===== src/rtl/cam_scaler_pkg.sv =====
// Shared types for the camera upscaler.
// Holds the scale modes and the N/D ratio table.
package cam_scaler_pkg;

  typedef enum logic [1:0] {
    SCALE_1X,
    SCALE_2X,
    SCALE_8_3X,
    SCALE_4X
  } scale_mode_t;

  localparam int RW = 4;

  typedef struct packed {
    logic [RW-1:0] n;
    logic [RW-1:0] d;
  } ratio_t;

  function automatic ratio_t ratio_lut(
    input scale_mode_t m
  );
    ratio_t r;
    unique case (m)
      SCALE_1X:   r = '{n: 4'd1, d: 4'd1};
      SCALE_2X:   r = '{n: 4'd2, d: 4'd1};
      SCALE_8_3X: r = '{n: 4'd8, d: 4'd3};
      SCALE_4X:   r = '{n: 4'd4, d: 4'd1};
      default:    r = '{n: 4'd1, d: 4'd1};
    endcase
    return r;
  endfunction

endpackage


===== src/rtl/cam_scaler_delay.sv =====
// Async-reset shift register used to align
// side-band data with the frame-buffer read latency.
module pipe_delay #(
  parameter int WIDTH = 1,
  parameter int DEPTH = 1
) (
  input  logic             clk_i,
  input  logic             rst_i,
  input  logic [WIDTH-1:0] d_i,
  output logic [WIDTH-1:0] q_o
);

  logic [WIDTH-1:0] sr_q [DEPTH];

  always_ff @(posedge clk_i or posedge rst_i) begin
    if (rst_i) begin
      for (int i = 0; i < DEPTH; i++) begin
        sr_q[i] <= '0;
      end
    end else begin
      sr_q[0] <= d_i;
      for (int i = 1; i < DEPTH; i++) begin
        sr_q[i] <= sr_q[i-1];
      end
    end
  end

  assign q_o = sr_q[DEPTH-1];

endmodule


===== src/rtl/cam_scaler.sv =====
// Nearest-neighbour upscaler: raster position to
// frame-buffer address via per-axis DDA accumulators.
module cam_scaler
  import cam_scaler_pkg::*;
#(
  parameter int SRC_W    = 240,
  parameter int SRC_H    = 320,
  parameter int H_ACTIVE = 1024,
  parameter int PIX_W    = 16,
  parameter int ADDR_W   = 17,
  parameter int BRAM_LAT = 2
) (
  input  logic              clk_in,
  input  logic              rst_in,
  input  logic [1:0]        scale_in,
  input  logic [10:0]       hcount_in,
  input  logic [9:0]        vcount_in,
  input  logic [PIX_W-1:0]  frame_buff_in,
  output logic [ADDR_W-1:0] addr_out,
  output logic [PIX_W-1:0]  cam_out,
  output logic [10:0]       hcount_out,
  output logic [9:0]        vcount_out,
  output logic [1:0]        mode_out
);

  localparam int XW = $clog2(SRC_W + 1);
  localparam int YW = $clog2(SRC_H + 1);
  localparam int SW = 1 + 11 + 10;

  scale_mode_t     mode_q, mode_d;
  ratio_t          rt;
  logic [RW-1:0]   ax_q, ax_d, ax_t;
  logic [RW-1:0]   ay_q, ay_d, ay_t;
  logic [XW-1:0]   sx_q, sx_d;
  logic [YW-1:0]   sy_q, sy_d;
  logic            frame_start;
  logic            line_start;
  logic            x_act;
  logic            in_frame;
  logic [ADDR_W-1:0] addr_q, addr_d;
  logic [SW-1:0]   s1_q, s1_d, sn;
  logic [PIX_W-1:0] cam_q, cam_d;
  logic [10:0]     hc_q;
  logic [9:0]      vc_q;

  assign line_start  = (hcount_in == 11'd0);
  assign frame_start = line_start && (vcount_in == 10'd0);
  assign x_act       = 32'(hcount_in) < H_ACTIVE;

  // A mode change at frame start already governs pixel (0,0).
  assign mode_d = frame_start ? scale_mode_t'(scale_in) : mode_q;
  assign rt     = ratio_lut(mode_d);

  always_comb begin
    ax_d = ax_q;
    sx_d = sx_q;
    ax_t = ax_q + rt.d;
    if (line_start) begin
      ax_d = '0;
      sx_d = '0;
    end else if (x_act) begin
      if (ax_t >= rt.n) begin
        ax_d = ax_t - rt.n;
        if (sx_q != XW'(SRC_W)) sx_d = sx_q + 1'b1;
      end else begin
        ax_d = ax_t;
      end
    end
  end

  always_comb begin
    ay_d = ay_q;
    sy_d = sy_q;
    ay_t = ay_q + rt.d;
    if (frame_start) begin
      ay_d = '0;
      sy_d = '0;
    end else if (line_start) begin
      if (ay_t >= rt.n) begin
        ay_d = ay_t - rt.n;
        if (sy_q != YW'(SRC_H)) sy_d = sy_q + 1'b1;
      end else begin
        ay_d = ay_t;
      end
    end
  end

  assign in_frame = (sx_d < XW'(SRC_W)) &&
                    (sy_d < YW'(SRC_H));

  always_comb begin
    addr_d = '0;
    if (in_frame) begin
      addr_d = ADDR_W'(sy_d) * ADDR_W'(SRC_W)
             + ADDR_W'(sx_d);
    end
  end

  assign s1_d  = {in_frame, hcount_in, vcount_in};
  assign cam_d = sn[SW-1] ? frame_buff_in : '0;

  always_ff @(posedge clk_in or posedge rst_in) begin
    if (rst_in) begin
      mode_q <= SCALE_1X;
      ax_q   <= '0;
      sx_q   <= '0;
      ay_q   <= '0;
      sy_q   <= '0;
      addr_q <= '0;
      s1_q   <= '0;
      cam_q  <= '0;
      hc_q   <= '0;
      vc_q   <= '0;
    end else begin
      mode_q <= mode_d;
      ax_q   <= ax_d;
      sx_q   <= sx_d;
      ay_q   <= ay_d;
      sy_q   <= sy_d;
      addr_q <= addr_d;
      s1_q   <= s1_d;
      cam_q  <= cam_d;
      hc_q   <= sn[19:10];
      vc_q   <= sn[9:0];
    end
  end

  pipe_delay #(
    .WIDTH (SW),
    .DEPTH (BRAM_LAT)
  ) u_align (
    .clk_i (clk_in),
    .rst_i (rst_in),
    .d_i   (s1_q),
    .q_o   (sn)
  );

  assign addr_out   = addr_q;
  assign cam_out    = cam_q;
  assign hcount_out = hc_q;
  assign vcount_out = vc_q;
  assign mode_out   = mode_q;

endmodule

===== config.mk =====
export PLATFORM = sky130hd
export DESIGN_NAME = cam_scaler
export DESIGN_NICKNAME = d
export VERILOG_FILES = /design/src/rtl/cam_scaler_pkg.sv /design/src/rtl/cam_scaler_delay.sv /design/src/rtl/cam_scaler.sv
export SDC_FILE = /design/constraint.sdc
export NUM_CORES = 1
export LEC_CHECK = 0
export BUFFER_PORTS_ARGS = -buffer_cell sky130_fd_sc_hd__clkbuf_2
export CORE_MARGIN = 2
export CORE_UTILIZATION = 60
export DETAILED_ROUTE_END_ITERATION = 7
export PLACE_DENSITY = 0.91
export SYNTH_ARGS = -nofsm -noshare
export SYNTH_HDL_FRONTEND = slang
export SYNTH_SLANG_ARGS = --single-unit

===== constraint.sdc =====
create_clock -name clk_in -period 18.8 [get_ports clk_in]
set_input_delay 2.82 -clock clk_in [delete_from_list [all_inputs] [get_ports clk_in]]
set_output_delay 2.82 -clock clk_in [all_outputs]
set_load 0.02 [all_outputs]

==> results.md <==
* Sequential Power Share at 38.3%
* DP Area at 7140 um2
* Setup CP Type: in -> reg
* DRC viols at 0
* Post-route minimum period at 11.35 ns
* Drt total wl at 17.5 mm
* Maximum fanout along the worst path at 21
* Reg2reg start: mode_out[0]
* Design Power at 0.967 mW
* Hold Crit Start: u_align.sr_q[33]
* Pre-antenna DRT Iters at 7
* Worst reg2reg setup slack at 10.54 ns
* Setup violators final at 0
* WL/cell at 22.0 um
* First-pass GRT wire length at 27.4 mm
* CP arrival at 11.73 ns
* Max Slew Vio Count at 0
* Starting Density at 60.9%
* Async S/R FF share, synth at 100%
* Sum Neg Setup Slack at 0 ns
* Most used DFF post-synth: dfrtp_1
* Setup bufs post-CTS at 0
* CTS buffer count at 17
* Initial DRC Count at 809
* Pre-CTS setup slack at 7.82 ns
* I/O pin cnt at 97
* Inserted Diodes at 0
* Worst Max-Slew Pin Slew at 1.21 ns
* Cell internal pwr at 0.658 mW
* Grt ovf at 0
* Core area at 10,700 um2
* Synth top area share at 54.7%
* Worst skew pair latency at 0.54 ns
* Synth Net Count at 633
* Fin area at 7790 um2
* Yosys warning total at 0
* Outcome: finished, final reports clean
* VDD IR max at 0.0000850 V
* Final Hold Viols at 0
* Port Buffers at 95
* Area leader, netlist: dfrtp_1
* Synthesized flop and latch total at 143
* Clock transition at path regs at 0.07 ns
* Clk network pwr share at 38.7%
* Post-CTS sizing at 0
* H-tree levels at 4
* Vias in the first global route at 5,031
* Root Driver: clkbuf_8
* Gpl congestion at 0.939
* Ranking of synthesized cells by area: dfrtp_1 (55%), ha_1 (6.7%), fa_1 (4.9%)
* Clk sinks at 143
* Leak Pwr at 3.83 nW
* Fin worst setup slack at 7.45 ns
* Worst min path class: reg -> reg
* CP max stage delay at 0.64 ns
* Worst Clk Skew at 0.00962 ns
* Worst reg-to-reg path cell count at 28
* CTS tree: yes
* Slew headroom at 19.3%
* Post-synth EDFFs at 0
* Mapped cell area at 6550 um2
* Mapped Cells at 541
* P&R area growth vs syn at 19.1%
* WHS Endpoint: u_align.q_o[11]
* Worst EP required at 19.18 ns
* Layout Nets at 736
* Seq/Total Area, Yosys at 54.7%
* Critical path startpoint: hcount_in[10]
* PwrDens at 124 nW/um2
* Die Ht at 108 um
* Final ANT Viol Nets at 0
* Worst Setup End Kind: flip-flop
* Largest net degree at the start of global routing at 90
* Deepest clock path buffer count at 2
* Fin crit share at 60.4%
* Tot GR Track Use at 31.4%
* Slowest CP cell: nor3_2
* Vias at 4,973
* Sw power at 0.309 mW
* Syn_area_per_cell at 12.1 um2
* RSZ-0062 raised after global routing: false
* Reg-to-reg endpoint: addr_out[16]
* Share of layout cells above drive strength 1 at 25.9%
* Hold path depth at 0
* Initial antenna violation count at 0
* Count leader, synth: dfrtp_1
* Max Cap Viol at 0
* Startpoint types: input pin
* Post-synth cell types at 72
* Die ar. at 11,800 um2
* Switching share of power at 32.0%
* Leading post-synthesis cells by instance count: dfrtp_1 (143), inv_1 (48), ha_1 (35)
* Comb power frac at 23.1%
* Std-Cell Rows at 38
* DP HPWL at 9.58 mm
* Drt via density at 6.25
* Hold-fix buffers, CTS at 0
* Die X-Extent at 108 um
* Fmax at 0.0881 GHz
-- area by class of cell --
class	instances	area [um2]
Sequential cell	143	3580
Fill cell	586	2950
Multi-Input combinational cell	337	2720
Timing Repair Buffer	96	483
Clock buffer	19	442
Clock inverter	12	206
Inverter	49	189
Tap cell	140	175
-- sequential cells by signal (all words and copies together), names as in the netlist --
register / cells
ax_q: 4
hcount_out: 10
mode_out: 2
ay_q: 4
cam_out: 16
u_align.q_o: 21
sx_q: 8
vcount_out: 10
sy_q: 9
addr_out: 17
s1_q: 21
u_align.sr_q: 21
-- worst max path at each step --
stage / to / slack [ns]
floorplan: addr_out[16] / 9.19
global placement: addr_out[16] / 8.19
detailed placement: addr_out[16] / 7.82
CTS: addr_out[16] / 7.76
global route: addr_out[16] / 6.97
finish: addr_out[16] / 7.45
-- logic make-up (layout without fill, tap and decap cells) --
kind of cell             count (synthesis)  after routing  share of synthesized area, %
AO/OA/AOI/OAI                           73             73                          8.51
buffers and inverters                   61            176                          3.78
XOR/XNOR                                41             41                          5.49
flip-flops                             143            143                          54.7
adder cells (fa/ha/maj)                 51             51                          11.6
multiplexers                             8              8                          1.24
AND/OR/NAND/NOR                        163            163                          14.7
other                                    1              1                        0.0573
-- power by group through the flow --
stage          combinational (mW)  sequential (mW)  clock, mW
3_3_place_gp                0.181            0.365          0
2_1_floorplan               0.126            0.379          0
5_1_grt                     0.237            0.370      0.389
6_report                    0.223            0.370      0.374
3_5_place_dp                0.194            0.368          0
4_1_cts                     0.215            0.368      0.374
-- worst max-delay path, delay by kind of cell --
| kind | cells | cell delay (ns) |
|---|---|---|
| adder cells (fa/ha/maj) | 6 | 2.41 |
| XOR/XNOR | 3 | 0.45 |
| AO/OA/AOI/OAI | 5 | 1.32 |
| buffers and inverters | 3 | 0.46 |
| AND/OR/NAND/NOR | 12 | 3.84 |
| multiplexers | 1 | 0.42 |
-- layout by cell type, fill, tap and decap left out, types with 4 or more instances in the layout --
cell | netlist | layout
and2_1 | 20 | 20
nor4_1 | 4 | 4
nor2_2 | 9 | 9
bufinv_16 | 0 | 5
a31o_2 | 4 | 4
nor4_4 | 4 | 4
fa_1 | 16 | 16
nand2_1 | 33 | 33
and3_1 | 7 | 7
a22o_1 | 4 | 4
xor2_1 | 20 | 20
nand3_1 | 10 | 10
clkbuf_2 | 1 | 95
or2_2 | 4 | 4
nor2b_1 | 5 | 5
nor3_2 | 4 | 4
a31oi_1 | 5 | 5
nand4_1 | 5 | 5
a21o_1 | 6 | 6
ha_1 | 35 | 35
nor3_1 | 8 | 8
a21oi_1 | 12 | 12
clkbuf_16 | 0 | 16
xnor2_1 | 21 | 21
o21ai_0 | 9 | 9
mux2i_1 | 7 | 7
nor2_1 | 32 | 32
dfrtp_1 | 143 | 143
inv_1 | 48 | 47
-- routing by layer --
layer  up-vias  track usage [%]  routed length, um
li1       2039                -                  -
met1      2406             37.5               6220
met2       422             52.4               8640
met3       106             8.44               1700
met4         0             15.7                925
met5         -                0                  0
-- through the flow --
step	hold slack, ns	util (%)	std cells
floorplan	0.331	-	541
global placement	0.332	66.5	765
detailed placement	0.335	66.5	765
CTS	0.346	72.5	796
global route	0.352	72.5	796
finish	0.345	72.5	796
Power figures use the tool's default switching activity.
